## src/rtl/polymult_pkg.sv

```systemverilog
// Shared constants, state encodings and key-field helpers for the sparse
// GF(2) polynomial multiplier with shuffled dummy slots.
package polymult_pkg;

  localparam int N         = 128;
  localparam int W         = 8;
  localparam int D         = 8;
  localparam int T         = W + D;
  localparam int IDXW      = $clog2(N);
  localparam int SEED_W    = 16;
  localparam int KEY_WIDTH = 128;
  localparam int KW        = $clog2(W);
  localparam int CNTW      = $clog2(((W > D) ? W : D) + 1);

  // Taps for x^16+x^14+x^13+x^11+1 in right-shifting Fibonacci form
  localparam logic [SEED_W-1:0] LFSR_TAPS    = 16'h002D;
  localparam logic [SEED_W-1:0] DEFAULT_SEED = 16'hACE1;

  localparam logic [1:0] ST_IDLE   = 2'd0;
  localparam logic [1:0] ST_RUN    = 2'd1;
  localparam logic [1:0] ST_COMMIT = 2'd2;

  typedef logic [IDXW-1:0] pos_t;

  function automatic int pos_lsb(input int j);
    return j * IDXW;
  endfunction

  function automatic int seed_lsb();
    return KEY_WIDTH - SEED_W;
  endfunction

  function automatic int dummy_en_bit();
    return KEY_WIDTH - SEED_W - 1;
  endfunction

  function automatic logic [SEED_W-1:0] lfsr_step(input logic [SEED_W-1:0] s);
    return {^(s & LFSR_TAPS), s[SEED_W-1:1]};
  endfunction

endpackage

```

## src/rtl/sparse_poly_mult_dummy_if.sv

```systemverilog
// Load/busy block interface of the poly-mult cores, plus the slot-trace probe.
interface sparse_poly_mult_dummy_if;
  import polymult_pkg::*;

  logic                 load_i;
  logic [KEY_WIDTH-1:0] key_i;
  logic [N-1:0]         data_i;
  logic [N-1:0]         data_o;
  logic                 busy_o;
  logic                 done_o;
  logic [T-1:0]         slot_trace_o;

  modport master (
    output load_i, key_i, data_i,
    input  data_o, busy_o, done_o, slot_trace_o
  );

  modport slave (
    input  load_i, key_i, data_i,
    output data_o, busy_o, done_o, slot_trace_o
  );

endinterface

```

## src/rtl/poly_rot_barrel.sv

```systemverilog
// Combinational N-bit rotate-left by an IDXW-bit amount, one mux stage per
// amount bit.
module poly_rot_barrel
  import polymult_pkg::*;
(
  input  logic [N-1:0] din,
  input  pos_t         amt,
  output logic [N-1:0] dout
);

  logic [N-1:0] stage_s;

  // Stage s rotates by 2**s when amt[s] is set; bits leaving the top re-enter at bit 0.
  always_comb begin
    stage_s = din;
    for (int s = 0; s < IDXW; s++) begin
      stage_s = amt[s] ? ((stage_s << (1 << s)) | (stage_s >> (N - (1 << s)))) : stage_s;
    end
    dout = stage_s;
  end

endmodule

```

## src/rtl/sparse_poly_mult_dummy.sv

```systemverilog
// c = a*h mod (x^N-1) over GF(2) with h sparse; W real and D dummy
// rotate-XOR slots run in an LFSR-shuffled order with a fixed cycle count.
module sparse_poly_mult_dummy
  import polymult_pkg::*;
(
  input  logic                     clk,
  input  logic                     reset_i,
  sparse_poly_mult_dummy_if.slave  bus
);

  localparam logic [CNTW-1:0] CNT_ZERO = CNTW'(0);
  localparam logic [CNTW-1:0] CNT_ONE  = CNTW'(1);
  localparam logic [CNTW-1:0] CNT_W    = CNTW'(W);
  localparam logic [CNTW-1:0] CNT_D    = CNTW'(D);

  logic [1:0]        state_r;
  logic [N-1:0]      a_r;
  logic [N-1:0]      acc_r;
  (* keep = "true" *) logic [N-1:0] dacc_r;
  logic [N-1:0]      data_r;
  pos_t              pos_r [W];
  logic [KW-1:0]     k_r;
  logic [SEED_W-1:0] lfsr_r;
  logic              dummy_en_r;
  logic [CNTW-1:0]   rem_real_r;
  logic [CNTW-1:0]   rem_dummy_r;
  logic              busy_r;
  logic              done_r;
  logic [T-1:0]      trace_r;

  logic              slot_real_s;
  logic              last_slot_s;
  pos_t              rot_amt_s;
  logic [N-1:0]      rot_s;
  logic [SEED_W-1:0] seed_s;

  // Slot selection: forced real/dummy once one pool is exhausted, else shuffled.
  always_comb begin
    slot_real_s = 1'b1;
    if (rem_dummy_r == CNT_ZERO) begin
      slot_real_s = 1'b1;
    end else if (rem_real_r == CNT_ZERO) begin
      slot_real_s = 1'b0;
    end else if (!dummy_en_r) begin
      slot_real_s = 1'b1;
    end else begin
      slot_real_s = lfsr_r[0];
    end
  end

  // Final slot of RUN: the pool being consumed has one left and the other is empty.
  always_comb begin
    last_slot_s = 1'b0;
    if (slot_real_s) begin
      last_slot_s = (rem_real_r == CNT_ONE) && (rem_dummy_r == CNT_ZERO);
    end else begin
      last_slot_s = (rem_dummy_r == CNT_ONE) && (rem_real_r == CNT_ZERO);
    end
  end

  // Rotator amount and seed substitution for an all-zero seed.
  always_comb begin
    rot_amt_s = slot_real_s ? pos_r[k_r] : lfsr_r[IDXW:1];
    seed_s    = bus.key_i[seed_lsb() +: SEED_W];
    if (seed_s == {SEED_W{1'b0}}) begin
      seed_s = DEFAULT_SEED;
    end else begin
      seed_s = bus.key_i[seed_lsb() +: SEED_W];
    end
  end

  poly_rot_barrel u_rot (
    .din  (a_r),
    .amt  (rot_amt_s),
    .dout (rot_s)
  );

  // Operation sequencer: capture on load, one slot per RUN cycle, then commit.
  always_ff @(posedge clk or posedge reset_i) begin
    if (reset_i) begin
      state_r     <= ST_IDLE;
      a_r         <= {N{1'b0}};
      acc_r       <= {N{1'b0}};
      dacc_r      <= {N{1'b0}};
      data_r      <= {N{1'b0}};
      k_r         <= {KW{1'b0}};
      lfsr_r      <= {SEED_W{1'b0}};
      dummy_en_r  <= 1'b0;
      rem_real_r  <= CNT_ZERO;
      rem_dummy_r <= CNT_ZERO;
      busy_r      <= 1'b0;
      done_r      <= 1'b0;
      trace_r     <= {T{1'b0}};
      for (int j = 0; j < W; j++) begin
        pos_r[j] <= {IDXW{1'b0}};
      end
    end else begin
      case (state_r)
        ST_IDLE: begin
          done_r <= 1'b0;
          if (bus.load_i) begin
            a_r         <= bus.data_i;
            acc_r       <= {N{1'b0}};
            dacc_r      <= {N{1'b0}};
            k_r         <= {KW{1'b0}};
            lfsr_r      <= seed_s;
            dummy_en_r  <= bus.key_i[dummy_en_bit()];
            rem_real_r  <= CNT_W;
            rem_dummy_r <= CNT_D;
            trace_r     <= {T{1'b0}};
            busy_r      <= 1'b1;
            state_r     <= ST_RUN;
            for (int j = 0; j < W; j++) begin
              pos_r[j] <= bus.key_i[pos_lsb(j) +: IDXW];
            end
          end else begin
            busy_r  <= 1'b0;
            state_r <= ST_IDLE;
          end
        end
        ST_RUN: begin
          done_r <= 1'b0;
          if (slot_real_s) begin
            acc_r      <= acc_r ^ rot_s;
            rem_real_r <= rem_real_r - CNT_ONE;
            k_r        <= k_r + KW'(1);
          end else begin
            dacc_r      <= dacc_r ^ rot_s;
            rem_dummy_r <= rem_dummy_r - CNT_ONE;
          end
          lfsr_r  <= lfsr_step(lfsr_r);
          trace_r <= {slot_real_s, trace_r[T-1:1]};
          if (last_slot_s) begin
            state_r <= ST_COMMIT;
          end else begin
            state_r <= ST_RUN;
          end
        end
        ST_COMMIT: begin
          data_r  <= acc_r;
          done_r  <= 1'b1;
          busy_r  <= 1'b0;
          state_r <= ST_IDLE;
        end
        default: begin
          busy_r  <= 1'b0;
          done_r  <= 1'b0;
          state_r <= ST_IDLE;
        end
      endcase
    end
  end

  assign bus.data_o       = data_r;
  assign bus.busy_o       = busy_r;
  assign bus.done_o       = done_r;
  assign bus.slot_trace_o = trace_r;

endmodule
```

## src/flat_wrapper.sv

```systemverilog
// flat-port wrapper written by rule: the top's interface ports become plain ports
module sparse_poly_mult_dummy_flat import polymult_pkg::*;
  (clk, reset_i, bus_load_i, bus_key_i, bus_data_i, bus_data_o, bus_busy_o, bus_done_o, bus_slot_trace_o);
  sparse_poly_mult_dummy_if bus_i ();
  input  logic clk;
  input  logic reset_i;
  input wire logic [$bits(bus_i.load_i)-1:0] bus_load_i;
  input wire logic [$bits(bus_i.key_i)-1:0] bus_key_i;
  input wire logic [$bits(bus_i.data_i)-1:0] bus_data_i;
  output wire logic [$bits(bus_i.data_o)-1:0] bus_data_o;
  output wire logic [$bits(bus_i.busy_o)-1:0] bus_busy_o;
  output wire logic [$bits(bus_i.done_o)-1:0] bus_done_o;
  output wire logic [$bits(bus_i.slot_trace_o)-1:0] bus_slot_trace_o;
  assign bus_i.load_i = bus_load_i;
  assign bus_i.key_i = bus_key_i;
  assign bus_i.data_i = bus_data_i;
  assign bus_data_o = bus_i.data_o;
  assign bus_busy_o = bus_i.busy_o;
  assign bus_done_o = bus_i.done_o;
  assign bus_slot_trace_o = bus_i.slot_trace_o;
  sparse_poly_mult_dummy u_core (.clk(clk), .reset_i(reset_i), .bus(bus_i));
endmodule
```

## config.mk

```make
export PLATFORM = sky130hd
export DESIGN_NAME = sparse_poly_mult_dummy_flat
export DESIGN_NICKNAME = d
export VERILOG_FILES = /design/src/rtl/polymult_pkg.sv /design/src/rtl/sparse_poly_mult_dummy_if.sv /design/src/rtl/poly_rot_barrel.sv /design/src/rtl/sparse_poly_mult_dummy.sv /design/src/flat_wrapper.sv
export SDC_FILE = /design/constraint.sdc
export NUM_CORES = 2
export LEC_CHECK = 0
export BUFFER_PORTS_ARGS = -buffer_cell sky130_fd_sc_hd__buf_4
export CORE_ASPECT_RATIO = 2
export CORE_MARGIN = 2
export CORE_UTILIZATION = 30
export DETAILED_ROUTE_END_ITERATION = 8
export PLACE_DENSITY_LB_ADDON = 0.25
export SLEW_MARGIN = 20
export SYNTH_ARGS = -nofsm -noshare
export SYNTH_HDL_FRONTEND = slang
export SYNTH_HIERARCHICAL = 1
export SYNTH_SLANG_ARGS = --single-unit
export TNS_END_PERCENT = 30
```

## constraint.sdc

```tcl
create_clock -name clk -period 46.6 [get_ports clk]
set_input_delay 6.99 -clock clk [delete_from_list [all_inputs] [get_ports clk]]
set_output_delay 6.99 -clock clk [all_outputs]
set_load 0.005 [all_outputs]
```

; After elaboration in Yosys (flattened, before gate mapping)
; Cells that the tools add are included.
; Widths: inputs -> output; s select.
[op_classes]
addsub = 3
n_lt_le_gt_ge = 1
n_eq_ne = 7
n_mux = 39
bitwise_logic = 10
n_reduce_logical = 12
[op_table]
columns = cell, n
row1 = $mux 128, 10
row2 = $pmux 128 s2, 2
row3 = $xor 128x128->128, 2
row4 = $or 128x1->128, 1
row5 = $or 128x16->128, 1
row6 = $or 128x2->128, 1
row7 = $or 128x32->128, 1
row8 = $or 128x4->128, 1
row9 = $or 128x64->128, 1
row10 = $or 128x8->128, 1
row11 = $pmux 16 s2, 2
row12 = $mux 16, 3
row13 = $bmux 7 s3, 1
row14 = $mux 7, 3
row15 = $logic_not 16->1, 1
row16 = $pmux 4 s2, 2
row17 = $reduce_xor 16->1, 1
row18 = $mux 4, 3
row19 = $eq 4x1->1 const B, 2
row20 = $logic_not 4->1, 2
row21 = $sub 4x1->4 const B, 2
row22 = $mux 1, 7
row23 = $mux 3, 2
row24 = $pmux 3 s2, 1
row25 = 15 further kinds, 19
[word_totals]
regBits = 616
input_bits = 259
elab_cells = 93

; Logic depth before layout (Yosys ltp)
[logic_depth]
depth_word = 21
ltp_mapped = 16
ltp_nobuf = 12

; By module
; Netlist, hierarchy kept.
[by_module_without_submodules]
columns = module, n_inst, cells_each, area_per_inst_um2
row1 = sparse_poly_mult_dummy, 1, 2693, 25620.8
row2 = poly_rot_barrel, 1, 610, 10659.0

; Worst setup path before layout
; No wires, ideal clock.
[synth_path]
path_type = input-to-reg
from = input bus_load_i
to = register u_core.a_r[100]
setup_ps = 65
arrival_time_ps = 8166
required_time_ps = 46535
setup_slack_ps = 38369
path_stages = 6
cell_sequence = nor3b_1 > buf_2 > clkbuf_1 > clkbuf_1 > nand2_1 > nand2_1
[synth_between]
elab_chain_cells = 1
[synth_rtl]
columns = element, line_no
row1 = "start, declared", flat_wrapper.sv:7  ; input wire logic [$bits(bus_i.load_i)-1:0] bus_load_i;
row2 = $reduce_and 2->1 (no line), n/a
row3 = "end signal, assigned", sparse_poly_mult_dummy.sv:82  ; a_r <= {N{1'b0}};
row4 = "end signal, assigned", sparse_poly_mult_dummy.sv:102  ; a_r <= bus.data_i;
row5 = "end, declared", sparse_poly_mult_dummy.sv:17  ; logic [N-1:0] a_r;
; Every way passes these cells.
; A chain may end at the register's enable or synchronous reset.

; Worst setup path in the final report
[layout_path]
from = input bus_load_i
to = register u_core.acc_r[86]
[layout_between]
elab_chain_cells = 2
[layout_rtl]
columns = element, line_no
row1 = $ne 2x2->1 (no line), n/a
row2 = $reduce_and 3->1 (no line), n/a
row3 = "end signal, assigned", sparse_poly_mult_dummy.sv:83  ; acc_r <= {N{1'b0}};
row4 = "end signal, assigned", sparse_poly_mult_dummy.sv:103  ; acc_r <= {N{1'b0}};
row5 = "end signal, assigned", sparse_poly_mult_dummy.sv:124  ; acc_r <= acc_r ^ rot_s;
row6 = "end, declared", sparse_poly_mult_dummy.sv:18  ; logic [N-1:0] acc_r;
; Every way passes these cells.

==> qor.json <==
{
  "outcome": "completed",
  "chipHeight_um": 456.5,
  "worst-setup-path-type": "primary input to flop",
  "final_critical_delay_including_setup_and_external_delays_ns": 8.907,
  "final_period_util_pct": 19.11,
  "report.final.setup_viol": 0,
  "setup-tns-final_ns": 0,
  "cts-resized-gates": 0,
  "area_growth_syn_to_layout_pct": 17.42,
  "achievable-frequency_mhz": 112.3,
  "netlist_instances": 2766,
  "clk_root_buffer_cell": "sky130_fd_sc_hd__clkbuf_16",
  "yosysWarningCount": 6,
  "synth_area_sq_um": 30710,
  "hold_viol": 0,
  "drt_first_pass_iters": 7,
  "wire_length_of_the_first_global_routing_pass_um": 171700,
  "critPathLaunchType": "primary input",
  "fp.coreArea_sq_um": 102000,
  "grt_remaining_overflow": 0,
  "worst-path-max-fanout": 180,
  "vias_per_cell": 5.298,
  "most-common-layout-cells": "sky130_fd_sc_hd__nand2_1 (1135), sky130_fd_sc_hd__dfrtp_1 (488), sky130_fd_sc_hd__mux4_2 (398)",
  "final_common_cell": "sky130_fd_sc_hd__nand2_1",
  "cts-htree-levels": 2,
  "port_buffer_count": 349,
  "route.detailed.drc": 0,
  "cts_inserted_buffers": 47,
  "grt_max_degree": 206,
  "cts_hold_repair.buffers": 0,
  "cap_violations": 0,
  "slew_headroom_pct": 27.26,
  "grt_pass1_vias": 23890,
  "synthesis.nets": 3030,
  "dieArea_sq_um": 105100,
  "worstPathRequired_ns": 47.14,
  "rsz_0062_raised_after_global_routing": "false",
  "clkSinkCount": 488,
  "clk_pin_slew_worst_paths_ns": 0.06,
  "min_path_type": "flop to flop",
  "antenna_found_initial": 1,
  "post_route_cells_drive_above_1_share_pct": 33.26,
  "initial_utilization_pct": 30.12,
  "antenna_violating_nets_post_route": 0,
  "cts_post_setup_buffers_inserted": 0,
  "syn_area_per_cell_sq_um": 11.10,
  "finClkSkew_ns": 0.02816,
  "end_kind": "flop",
  "final_slew_violations": 0,
  "nNetsFinal": 3227,
  "dr_total_vias": 23026,
  "timing_worst_slew_pin_value_ns": 1.091,
  "detail_routed_net_length_per_standard_cell_um": 26.89,
  "drtIter0Drc": 1663,
  "fp.dieW_um": 230.3,
  "routed_wirelength_um": 116900,
  "finalWeightedCongestion": 1.042,
  "std_cell_rows": 166,
  "num_io_pins": 405,
  "cts_max_path_buffers": 3,
  "final.fill_count": 10169,
  "tritoncts": "done",
  "crit_arrival_ns": 9.44,
  "place_hpwl_um": 91160,
  "clk_latency_ns": 0.64,
  "grt_usage_pct": 22.34
}
[layer usage]
layer,track usage [%],part of all wire (%)
met1,23.38,34
met4,17.17,9.2
met2,39.50,52
met3,3.871,5.1
met5,0,0
[path summary, 6_finish.rpt]
check | start | end | slack [ns] | cells after the start
min in group asynchronous | reset_i | u_core/a_r[54] | 6.50 | 2
max in group asynchronous | reset_i | u_core/pos_r[33] | 37.89 | 4
min | u_core/pos_r[17] | u_core/pos_r[17] | 0.47 | 2
max | bus_load_i | u_core/acc_r[86] | 37.69 | 6
min reg2reg | u_core/pos_r[17] | u_core/pos_r[17] | 0.47 | 2
max reg2reg | u_core/rem_dummy_r[0] | u_core/acc_r[98] | 39.10 | 14
[registers in the layout, indices dropped and copies added, names as in the netlist]
| register | cells |
|---|---|
| u_core/bus.data_o | 128 |
| u_core/bus.slot_trace_o | 16 |
| u_core/rem_dummy_r | 4 |
| u_core/k_r | 3 |
| u_core/state_r | 2 |
| u_core/bus.busy_o | 1 |
| u_core/dummy_en_r | 1 |
| u_core/pos_r | 56 |
| u_core/acc_r | 128 |
| u_core/lfsr_r | 16 |
| u_core/bus.done_o | 1 |
| u_core/rem_real_r | 4 |
| u_core/a_r | 128 |
[metrics by stage]
step / instances / util, % / setup slack (ns) / instance area [sq um] / hold slack [ns]
6_report: 4346 / 35.37 / 37.69 / 36070 / 0.4680
5_1_grt: 4346 / 35.37 / 37.43 / 36070 / 0.4875
4_1_cts: 4343 / 35.32 / 37.61 / 36020 / 0.4734
3_5_place_dp: 4256 / 33.67 / 36.95 / 34330 / 0.4567
3_3_place_gp: 4256 / 33.67 / 37.00 / 34330 / 0.4534
2_1_floorplan: 2766 / - / 25.99 / 30710 / 0.4403
[layout make-up]
cell class	count	area (sq um)	share of cell area [%]
clock inverters	20	341.6	0.9471
diodes	1	2.502	0.006938
multi-input cells	2039	17510	48.56
well taps	1344	1682	4.663
flip-flops and latches	488	12210	33.86
repair buffers	381	2943	8.160
clock buffers	67	1341	3.719
inverters	6	32.53	0.09020
[critical path, stage by stage]
cell                      delay, ns
sky130_fd_sc_hd__buf_4         0.13
sky130_fd_sc_hd__nand2_4       0.57
sky130_fd_sc_hd__buf_12        0.55
sky130_fd_sc_hd__buf_4         0.76
sky130_fd_sc_hd__nand2_1       0.13
sky130_fd_sc_hd__mux2i_1       0.17
Power is not shown: default switching activity piles up to over one toggle a cycle in this logic, so the estimate is an artifact.
